## src/rtl/lc3_control_unit_if.sv

```systemverilog
// Control/status bundle between the eLC-3 sequencer and its datapath.
// The master modport is the sequencer; the slave modport is the datapath side.
interface lc3_control_unit_if;
    logic       Run;
    logic       Continue;
    logic [3:0] IR_15_12;
    logic       IR_5;
    logic       IR_11;
    logic       BEN;
    logic       MUL_R;

    logic       LD_MAR, LD_MDR, LD_IR, LD_BEN, LD_REG, LD_CC, LD_PC;
    logic       GatePC, GateMDR, GateMUL, GateALU, GateMARMUX;
    logic       ADDR1MUX, SR2MUX, MARMUX;
    logic [1:0] ADDR2MUX, PCMUX, DRMUX, SR1MUX, ALUK;
    logic       MIO_EN, MUL_EN;
    logic       Mem_OE_N, Mem_WE_N;
    logic [4:0] State;

    modport master (
        input  Run, Continue, IR_15_12, IR_5, IR_11, BEN, MUL_R,
        output LD_MAR, LD_MDR, LD_IR, LD_BEN, LD_REG, LD_CC, LD_PC,
        output GatePC, GateMDR, GateMUL, GateALU, GateMARMUX,
        output ADDR1MUX, SR2MUX, MARMUX, ADDR2MUX, PCMUX, DRMUX, SR1MUX, ALUK,
        output MIO_EN, MUL_EN, Mem_OE_N, Mem_WE_N, State
    );

    modport slave (
        output Run, Continue, IR_15_12, IR_5, IR_11, BEN, MUL_R,
        input  LD_MAR, LD_MDR, LD_IR, LD_BEN, LD_REG, LD_CC, LD_PC,
        input  GatePC, GateMDR, GateMUL, GateALU, GateMARMUX,
        input  ADDR1MUX, SR2MUX, MARMUX, ADDR2MUX, PCMUX, DRMUX, SR1MUX, ALUK,
        input  MIO_EN, MUL_EN, Mem_OE_N, Mem_WE_N, State
    );
endinterface

```

## src/rtl/lc3_control_unit.sv

```systemverilog
// eLC-3 instruction sequencer: fetch/decode/execute FSM with RAM wait states,
// multiplier handshake and PAUSE/Continue. Outputs are registered from the next state.
module lc3_control_unit #(
    parameter int unsigned MEM_WAIT = 2
) (
    input  logic                  Clk,
    input  logic                  Reset,
    lc3_control_unit_if.master    bus
);
    localparam int unsigned CNT_W = 3;
    localparam logic [CNT_W-1:0] WAIT_LAST = CNT_W'(MEM_WAIT);

    typedef enum logic [4:0] {
        S_HALTED   = 5'd0,  S_FETCH1 = 5'd1,  S_FETCH2  = 5'd2,  S_FETCH3 = 5'd3,
        S_DECODE   = 5'd4,  S_ADD    = 5'd5,  S_AND     = 5'd6,  S_NOT    = 5'd7,
        S_BR_TAKEN = 5'd8,  S_JMP    = 5'd9,  S_JSR1    = 5'd10, S_JSR2   = 5'd11,
        S_LDR1     = 5'd12, S_LDR2   = 5'd13, S_LDR3    = 5'd14, S_STR1   = 5'd15,
        S_STR2     = 5'd16, S_STR3   = 5'd17, S_MUL1    = 5'd18, S_MUL_WAIT = 5'd19,
        S_MUL2     = 5'd20, S_TRAP1  = 5'd21, S_TRAP2   = 5'd22, S_TRAP3  = 5'd23,
        S_TRAP4    = 5'd24, S_PAUSE1 = 5'd25, S_PAUSE2  = 5'd26
    } state_e;

    // RAM strobes kept active-high internally so the idle vector is all zeros.
    typedef struct packed {
        logic       ld_mar, ld_mdr, ld_ir, ld_ben, ld_reg, ld_cc, ld_pc;
        logic       gate_pc, gate_mdr, gate_mul, gate_alu, gate_marmux;
        logic       addr1mux, sr2mux, marmux;
        logic [1:0] addr2mux, pcmux, drmux, sr1mux, aluk;
        logic       mio_en, mul_en, mem_oe, mem_we;
    } ctrl_t;

    state_e           state_q, state_d;
    logic [CNT_W-1:0] cnt_q, cnt_d;
    ctrl_t            ctrl_q, ctrl_d;
    logic             mem_done_c;

    assign mem_done_c = (cnt_q == WAIT_LAST);

    // State, wait counter and output registers.
    always_ff @(posedge Clk) begin
        if (Reset) begin
            state_q <= S_HALTED;
            cnt_q   <= '0;
            ctrl_q  <= '0;
        end else begin
            state_q <= state_d;
            cnt_q   <= cnt_d;
            ctrl_q  <= ctrl_d;
        end
    end

    // Next-state and wait-counter logic.
    always_comb begin
        state_d = state_q;
        cnt_d   = cnt_q;
        case (state_q)
            S_HALTED:   if (bus.Run) state_d = S_FETCH1;
            S_FETCH1:   state_d = S_FETCH2;
            S_FETCH2, S_LDR2, S_TRAP3, S_STR3: begin
                if (mem_done_c) begin
                    cnt_d = '0;
                    case (state_q)
                        S_FETCH2: state_d = S_FETCH3;
                        S_LDR2:   state_d = S_LDR3;
                        S_TRAP3:  state_d = S_TRAP4;
                        default:  state_d = S_FETCH1;
                    endcase
                end else begin
                    cnt_d = cnt_q + CNT_W'(1);
                end
            end
            S_FETCH3:   state_d = S_DECODE;
            S_DECODE: begin
                case (bus.IR_15_12)
                    4'b0001: state_d = S_ADD;
                    4'b0101: state_d = S_AND;
                    4'b1001: state_d = S_NOT;
                    4'b0000: state_d = bus.BEN ? S_BR_TAKEN : S_FETCH1;
                    4'b1100: state_d = S_JMP;
                    4'b0100: state_d = S_JSR1;
                    4'b0110: state_d = S_LDR1;
                    4'b0111: state_d = S_STR1;
                    4'b1000: state_d = S_MUL1;
                    4'b1111: state_d = S_TRAP1;
                    4'b1101: state_d = S_PAUSE1;
                    default: state_d = S_FETCH1;
                endcase
            end
            S_JSR1:     state_d = S_JSR2;
            S_LDR1:     state_d = S_LDR2;
            S_STR1:     state_d = S_STR2;
            S_STR2:     state_d = S_STR3;
            S_MUL1:     state_d = S_MUL_WAIT;
            S_MUL_WAIT: if (bus.MUL_R) state_d = S_MUL2;
            S_TRAP1:    state_d = S_TRAP2;
            S_TRAP2:    state_d = S_TRAP3;
            S_PAUSE1:   if (bus.Continue) state_d = S_PAUSE2;
            S_PAUSE2:   if (!bus.Continue) state_d = S_FETCH1;
            default:    state_d = S_FETCH1;
        endcase
    end

    // Control vector for the state being entered; registered so it lines up with State.
    always_comb begin
        ctrl_d = '0;
        case (state_d)
            S_FETCH1: begin
                ctrl_d.gate_pc = 1'b1;
                ctrl_d.ld_mar  = 1'b1;
                ctrl_d.ld_pc   = 1'b1;
            end
            S_FETCH2, S_LDR2, S_TRAP3: begin
                ctrl_d.mem_oe = 1'b1;
                ctrl_d.mio_en = 1'b1;
                ctrl_d.ld_mdr = (cnt_d == WAIT_LAST);
            end
            S_FETCH3: begin
                ctrl_d.gate_mdr = 1'b1;
                ctrl_d.ld_ir    = 1'b1;
            end
            S_DECODE:   ctrl_d.ld_ben = 1'b1;
            S_ADD, S_AND, S_NOT: begin
                ctrl_d.gate_alu = 1'b1;
                ctrl_d.ld_reg   = 1'b1;
                ctrl_d.ld_cc    = 1'b1;
                ctrl_d.sr1mux   = 2'd1;
                ctrl_d.sr2mux   = (state_d != S_NOT) && bus.IR_5;
                ctrl_d.aluk     = (state_d == S_ADD) ? 2'd0 : (state_d == S_AND) ? 2'd1 : 2'd2;
            end
            S_BR_TAKEN: begin
                ctrl_d.addr2mux = 2'd2;
                ctrl_d.pcmux    = 2'd2;
                ctrl_d.ld_pc    = 1'b1;
            end
            S_JMP: begin
                ctrl_d.sr1mux   = 2'd1;
                ctrl_d.addr1mux = 1'b1;
                ctrl_d.pcmux    = 2'd2;
                ctrl_d.ld_pc    = 1'b1;
            end
            S_JSR1, S_TRAP1: begin
                ctrl_d.gate_pc = 1'b1;
                ctrl_d.drmux   = 2'd1;
                ctrl_d.ld_reg  = 1'b1;
            end
            S_JSR2: begin
                ctrl_d.addr1mux = !bus.IR_11;
                ctrl_d.sr1mux   = bus.IR_11 ? 2'd0 : 2'd1;
                ctrl_d.addr2mux = bus.IR_11 ? 2'd3 : 2'd0;
                ctrl_d.pcmux    = 2'd2;
                ctrl_d.ld_pc    = 1'b1;
            end
            S_LDR1, S_STR1: begin
                ctrl_d.sr1mux      = 2'd1;
                ctrl_d.addr1mux    = 1'b1;
                ctrl_d.addr2mux    = 2'd1;
                ctrl_d.marmux      = 1'b1;
                ctrl_d.gate_marmux = 1'b1;
                ctrl_d.ld_mar      = 1'b1;
            end
            S_LDR3: begin
                ctrl_d.gate_mdr = 1'b1;
                ctrl_d.ld_reg   = 1'b1;
                ctrl_d.ld_cc    = 1'b1;
            end
            S_STR2: begin
                ctrl_d.aluk     = 2'd3;
                ctrl_d.gate_alu = 1'b1;
                ctrl_d.ld_mdr   = 1'b1;
            end
            S_STR3:     ctrl_d.mem_we = 1'b1;
            S_MUL1, S_MUL_WAIT: begin
                ctrl_d.mul_en = (state_d == S_MUL1);
                ctrl_d.sr1mux = 2'd1;
                ctrl_d.sr2mux = bus.IR_5;
            end
            S_MUL2: begin
                ctrl_d.gate_mul = 1'b1;
                ctrl_d.ld_reg   = 1'b1;
                ctrl_d.ld_cc    = 1'b1;
            end
            S_TRAP2: begin
                ctrl_d.gate_marmux = 1'b1;
                ctrl_d.ld_mar      = 1'b1;
            end
            S_TRAP4: begin
                ctrl_d.gate_mdr = 1'b1;
                ctrl_d.pcmux    = 2'd1;
                ctrl_d.ld_pc    = 1'b1;
            end
            default: ctrl_d = '0;
        endcase
    end

    assign bus.LD_MAR     = ctrl_q.ld_mar;
    assign bus.LD_MDR     = ctrl_q.ld_mdr;
    assign bus.LD_IR      = ctrl_q.ld_ir;
    assign bus.LD_BEN     = ctrl_q.ld_ben;
    assign bus.LD_REG     = ctrl_q.ld_reg;
    assign bus.LD_CC      = ctrl_q.ld_cc;
    assign bus.LD_PC      = ctrl_q.ld_pc;
    assign bus.GatePC     = ctrl_q.gate_pc;
    assign bus.GateMDR    = ctrl_q.gate_mdr;
    assign bus.GateMUL    = ctrl_q.gate_mul;
    assign bus.GateALU    = ctrl_q.gate_alu;
    assign bus.GateMARMUX = ctrl_q.gate_marmux;
    assign bus.ADDR1MUX   = ctrl_q.addr1mux;
    assign bus.SR2MUX     = ctrl_q.sr2mux;
    assign bus.MARMUX     = ctrl_q.marmux;
    assign bus.ADDR2MUX   = ctrl_q.addr2mux;
    assign bus.PCMUX      = ctrl_q.pcmux;
    assign bus.DRMUX      = ctrl_q.drmux;
    assign bus.SR1MUX     = ctrl_q.sr1mux;
    assign bus.ALUK       = ctrl_q.aluk;
    assign bus.MIO_EN     = ctrl_q.mio_en;
    assign bus.MUL_EN     = ctrl_q.mul_en;
    assign bus.Mem_OE_N   = !ctrl_q.mem_oe;
    assign bus.Mem_WE_N   = !ctrl_q.mem_we;
    assign bus.State      = state_q;
endmodule

```

## src/flat_wrapper.sv

```systemverilog
// flat-port wrapper written by rule: the top's interface ports become plain ports
module lc3_control_unit_flat 
#(
    parameter int unsigned MEM_WAIT = 2
)
  (Clk, Reset, bus_Run, bus_Continue, bus_IR_15_12, bus_IR_5, bus_IR_11, bus_BEN, bus_MUL_R, bus_LD_MAR, bus_LD_MDR, bus_LD_IR, bus_LD_BEN, bus_LD_REG, bus_LD_CC, bus_LD_PC, bus_GatePC, bus_GateMDR, bus_GateMUL, bus_GateALU, bus_GateMARMUX, bus_ADDR1MUX, bus_SR2MUX, bus_MARMUX, bus_ADDR2MUX, bus_PCMUX, bus_DRMUX, bus_SR1MUX, bus_ALUK, bus_MIO_EN, bus_MUL_EN, bus_Mem_OE_N, bus_Mem_WE_N, bus_State);
  lc3_control_unit_if bus_i ();
  input  logic Clk;
  input  logic Reset;
  input wire logic [$bits(bus_i.Run)-1:0] bus_Run;
  input wire logic [$bits(bus_i.Continue)-1:0] bus_Continue;
  input wire logic [$bits(bus_i.IR_15_12)-1:0] bus_IR_15_12;
  input wire logic [$bits(bus_i.IR_5)-1:0] bus_IR_5;
  input wire logic [$bits(bus_i.IR_11)-1:0] bus_IR_11;
  input wire logic [$bits(bus_i.BEN)-1:0] bus_BEN;
  input wire logic [$bits(bus_i.MUL_R)-1:0] bus_MUL_R;
  output wire logic [$bits(bus_i.LD_MAR)-1:0] bus_LD_MAR;
  output wire logic [$bits(bus_i.LD_MDR)-1:0] bus_LD_MDR;
  output wire logic [$bits(bus_i.LD_IR)-1:0] bus_LD_IR;
  output wire logic [$bits(bus_i.LD_BEN)-1:0] bus_LD_BEN;
  output wire logic [$bits(bus_i.LD_REG)-1:0] bus_LD_REG;
  output wire logic [$bits(bus_i.LD_CC)-1:0] bus_LD_CC;
  output wire logic [$bits(bus_i.LD_PC)-1:0] bus_LD_PC;
  output wire logic [$bits(bus_i.GatePC)-1:0] bus_GatePC;
  output wire logic [$bits(bus_i.GateMDR)-1:0] bus_GateMDR;
  output wire logic [$bits(bus_i.GateMUL)-1:0] bus_GateMUL;
  output wire logic [$bits(bus_i.GateALU)-1:0] bus_GateALU;
  output wire logic [$bits(bus_i.GateMARMUX)-1:0] bus_GateMARMUX;
  output wire logic [$bits(bus_i.ADDR1MUX)-1:0] bus_ADDR1MUX;
  output wire logic [$bits(bus_i.SR2MUX)-1:0] bus_SR2MUX;
  output wire logic [$bits(bus_i.MARMUX)-1:0] bus_MARMUX;
  output wire logic [$bits(bus_i.ADDR2MUX)-1:0] bus_ADDR2MUX;
  output wire logic [$bits(bus_i.PCMUX)-1:0] bus_PCMUX;
  output wire logic [$bits(bus_i.DRMUX)-1:0] bus_DRMUX;
  output wire logic [$bits(bus_i.SR1MUX)-1:0] bus_SR1MUX;
  output wire logic [$bits(bus_i.ALUK)-1:0] bus_ALUK;
  output wire logic [$bits(bus_i.MIO_EN)-1:0] bus_MIO_EN;
  output wire logic [$bits(bus_i.MUL_EN)-1:0] bus_MUL_EN;
  output wire logic [$bits(bus_i.Mem_OE_N)-1:0] bus_Mem_OE_N;
  output wire logic [$bits(bus_i.Mem_WE_N)-1:0] bus_Mem_WE_N;
  output wire logic [$bits(bus_i.State)-1:0] bus_State;
  assign bus_i.Run = bus_Run;
  assign bus_i.Continue = bus_Continue;
  assign bus_i.IR_15_12 = bus_IR_15_12;
  assign bus_i.IR_5 = bus_IR_5;
  assign bus_i.IR_11 = bus_IR_11;
  assign bus_i.BEN = bus_BEN;
  assign bus_i.MUL_R = bus_MUL_R;
  assign bus_LD_MAR = bus_i.LD_MAR;
  assign bus_LD_MDR = bus_i.LD_MDR;
  assign bus_LD_IR = bus_i.LD_IR;
  assign bus_LD_BEN = bus_i.LD_BEN;
  assign bus_LD_REG = bus_i.LD_REG;
  assign bus_LD_CC = bus_i.LD_CC;
  assign bus_LD_PC = bus_i.LD_PC;
  assign bus_GatePC = bus_i.GatePC;
  assign bus_GateMDR = bus_i.GateMDR;
  assign bus_GateMUL = bus_i.GateMUL;
  assign bus_GateALU = bus_i.GateALU;
  assign bus_GateMARMUX = bus_i.GateMARMUX;
  assign bus_ADDR1MUX = bus_i.ADDR1MUX;
  assign bus_SR2MUX = bus_i.SR2MUX;
  assign bus_MARMUX = bus_i.MARMUX;
  assign bus_ADDR2MUX = bus_i.ADDR2MUX;
  assign bus_PCMUX = bus_i.PCMUX;
  assign bus_DRMUX = bus_i.DRMUX;
  assign bus_SR1MUX = bus_i.SR1MUX;
  assign bus_ALUK = bus_i.ALUK;
  assign bus_MIO_EN = bus_i.MIO_EN;
  assign bus_MUL_EN = bus_i.MUL_EN;
  assign bus_Mem_OE_N = bus_i.Mem_OE_N;
  assign bus_Mem_WE_N = bus_i.Mem_WE_N;
  assign bus_State = bus_i.State;
  lc3_control_unit #(.MEM_WAIT(MEM_WAIT)) u_core (.Clk(Clk), .Reset(Reset), .bus(bus_i));
endmodule
```

## config.mk

```make
export PLATFORM = sky130hd
export DESIGN_NAME = lc3_control_unit_flat
export DESIGN_NICKNAME = d
export VERILOG_FILES = /design/src/rtl/lc3_control_unit_if.sv /design/src/rtl/lc3_control_unit.sv /design/src/flat_wrapper.sv
export SDC_FILE = /design/constraint.sdc
export NUM_CORES = 1
export LEC_CHECK = 0
export ABC_AREA = 1
export CORE_MARGIN = 3
export CORE_UTILIZATION = 35
export DETAILED_ROUTE_END_ITERATION = 8
export PLACE_DENSITY_LB_ADDON = 0.15
export SLEW_MARGIN = 20
export SYNTH_ARGS = -nofsm -noshare
export SYNTH_HDL_FRONTEND = slang
export SYNTH_SLANG_ARGS = --single-unit
```

## constraint.sdc

```tcl
create_clock -name Clk -period 4.88 [get_ports Clk]
set_input_delay 0.976 -clock Clk [delete_from_list [all_inputs] [get_ports Clk]]
set_output_delay 0.976 -clock Clk [all_outputs]
set_load 0.005 [all_outputs]
```

==> flow_summary.toml <==
[outcome]
outcome = "completed"

[clock_network]
clk_pin_slew_ns = 0.07
cts_buffers = 5
cts_hold_buf = 0
cts_max_level = 2
cts.sinks = 34
cts_root_buf = "clkbuf_8"
worst_skew_pair.late_latency_ns = 0.28
cts_setup_buffers = 0
cts_tree = "done"
cts_resized = 0
clockBufferDepth = 2

[sta]
slew_headroom = 0.667
worst_pin_slew_ns = 0.498
fin_crit_ns = 2.80
hold_viol = 0
setup_ws_ns = 2.08
fmax_mhz = 357
finalMaxSlewViolations = 0
skew_ns = 0.00229
setup_viol = 0
finalCritPeriodShare = 0.574
grt_setup_unrepaired = "false"
final.setup.tns_ns = 0

[power]
vdd_drop_max_mv = 0.155
p_leak_nw = 1.31
p_per_area_nw_per_um2 = 310

[place]
dpl.hpwl_microns = 4330
numPortBuffers = 43
place_congestion = 0.848
dp_cells = 445
place_ws_ns = 1.81

[synth]
yosys-top-cells-area = "dfxtp_1, nand2_1, nand3_1, nor2_1, inv_1"
synth_area_leader_cell = "dfxtp_1"
ys_seq_area_frac = 0.314
synthesis.area_sq_um = 2170
ys.flop_type = "dfxtp_1"
syn_area_per_cell_sq_um = 6.32
synth_edf_count = 0
async_reset_ff_frac = 0
syn-instance-count = 343
synth_cell_types = 34
ys_warn_count = 0
ys_ff_latch = 34
yosysTopAreaCellShare = 0.314
yosys-top-cells-count = "nand2_1, nor2_1, nand3_1"
synth_most_common_cell = "nand2_1"

[detailed_routing]
drt-initial-drc-count = 137
drc = 0
via_count = 2151
first_pass_iters = 4
routedWlPerCell_microns = 12.0
postRouteAntennaNets = 0
drt_wl_total_microns = 5400
avgViaCountPerCell = 4.76

[critical_path]
slowest_delay_ns = 0.57
critPathArrivalTime_ns = 2.97
reg2reg_depth = 15
r2r-end = "u_core.bus.SR1MUX[0]$_SDFF_PP0_"
cp.required_ns = 5.05
rr_startpoint = "u_core.bus.State[4]$_SDFF_PP0_"
r2r_setup_slack_ns = 2.17
crit_slowest_cell = "clkdlybuf4s50_1"
crit_fanout = 11
crit_path_start_kind = "primary input"
crit_top_cell = "nand2_1"
critical_path_class = "primary input to register"
path_cells = "clkdlybuf4s50_1 > nand2_1 > nand3_1 > nand2_1 > nor2_1 > nand2_1 > a21oi_1 > nand3_2 > nand2_1 > inv_2 > nand2_1 > nand3_2 > nor2_1 > nor2_1"
endpoint_kind = "register"

[global_route]
grt_max_degree = 25
grt_pass1_vias = 1928
overflow = 0
antenna_found_initial = 0
grt_pass1_wl_microns = 9090
grt_util_all_layers = 0.159

[cells_and_area]
n_antenna_cell = 0
register_area_sq_um = 681
multi_input_area_sq_um = 1180
synthToLayoutAreaGrowth_pct = 23.9
drive_above_1_share = 0.133
fillers = 639
nets = 389
instances_no_fill = 452

[worst_hold_path]
hp-class = "register to register"
min_to = "u_core.cnt_q[2]$_SDFF_PP0_"
min_path_cells = 4
min_from = "u_core.cnt_q[2]$_SDFF_PP0_"

[floorplan]
die_h_microns = 84.7
rows = 28
die_area_sq_um = 7180
ios = 46
initial_core_util = 0.364
core_sq_um = 5960
die-width_microns = 84.7

[flow_run]
max_cap_viol_count = 0
worst max path at each step:
| stage | start | end | cells past startpoint |
|---|---|---|---|
| CTS | bus_IR_15_12[2] | u_core.bus.SR1MUX[0]$_SDFF_PP0_ | 14 |
| finish | bus_IR_15_12[2] | u_core.bus.SR1MUX[0]$_SDFF_PP0_ | 14 |
| global route | bus_IR_15_12[2] | u_core.bus.SR1MUX[0]$_SDFF_PP0_ | 14 |
| floorplan | bus_IR_15_12[3] | u_core.bus.SR1MUX[0]$_SDFF_PP0_ | 15 |
| global placement | bus_IR_15_12[2] | u_core.bus.SR1MUX[0]$_SDFF_PP0_ | 14 |
| detailed placement | bus_IR_15_12[2] | u_core.bus.SR1MUX[0]$_SDFF_PP0_ | 14 |
state kept, by name, summed over array words and instances (netlist names), 2 cells and up:
| signal | cells |
|---|---|
| u_core.bus.State | 5 |
| u_core.cnt_q | 3 |
| u_core.bus.ADDR2MUX | 2 |
| u_core.bus.ALUK | 2 |
| u_core.bus.PCMUX | 2 |
| u_core.ctrl_q | 2 |
power breakdown:
group          switching [mW]  leakage, nW  total [mW]  internal (mW)
Combinational           0.156        0.978       0.256          0.100
Clock                  0.0948       0.0573       0.258          0.163
Sequential             0.0194        0.275       0.318          0.299
Total                   0.270         1.31       0.832          0.562
critical path, delay by kind of cell:
kind | cells | cell delay, ns
simple gates | 11 | 1.20
compound gates | 1 | 0.16
buf+inv | 2 | 0.63
final cells by class:
cell class,instances,area share
Inverter,47,0.0657
Timing Repair Buffer,44,0.163
Clock inverter,1,0.0112
Sequential cell,34,0.253
Multi-Input combinational cell,245,0.441
Clock buffer,6,0.0307
Tap cell,75,0.0349
layout by cell type, fill, tap and decap left out, drive strengths merged, types with 2 or more instances in the layout:
cell           synthesis  layout
nand4                  4       4
conb                   1       2
o211ai                 3       3
a21boi                 2       2
or2                    2       2
inv                   46      46
clkbuf                 2       6
clkdlybuf4s50          0      43
nand2                 92      92
o21ai                 12      12
nor2                  64      64
a21oi                  8       8
dfxtp                 34      34
nand3                 47      47
nor3                   4       4
per-stage QoR:
step / cell area [sq um] / power [mW] / hold slack (ns) / util
after CTS: 2690 / 0.839 / 0.609 / 0.451
after detailed placement: 2570 / 0.580 / 0.597 / 0.432
after global routing: 2690 / 0.889 / 0.652 / 0.451
after global placement: 2570 / 0.582 / 0.579 / 0.432
final: 2690 / 0.832 / 0.603 / 0.451
after floorplan: 2170 / 0.507 / 0.548 / -
cell families after synthesis:
kind of cell,after synthesis,share of synthesized area
xor gates and xnor gates,1,0.00404
AOI/OAI and AO/OA,26,0.0687
other,1,0.00173
DFF,34,0.314
buffers and inverters,65,0.141
and+or+nand+nor,216,0.470
routing by layer:
layer  up-vias  GRT usage  wire length, microns
met5         -          0                     0
met4         0     0.0388                    66
met3         6     0.0471                   358
met2        73      0.253                  2420
met1       937      0.210                  2560
li1       1135          -                     -
(Power assumes the default switching activity.)
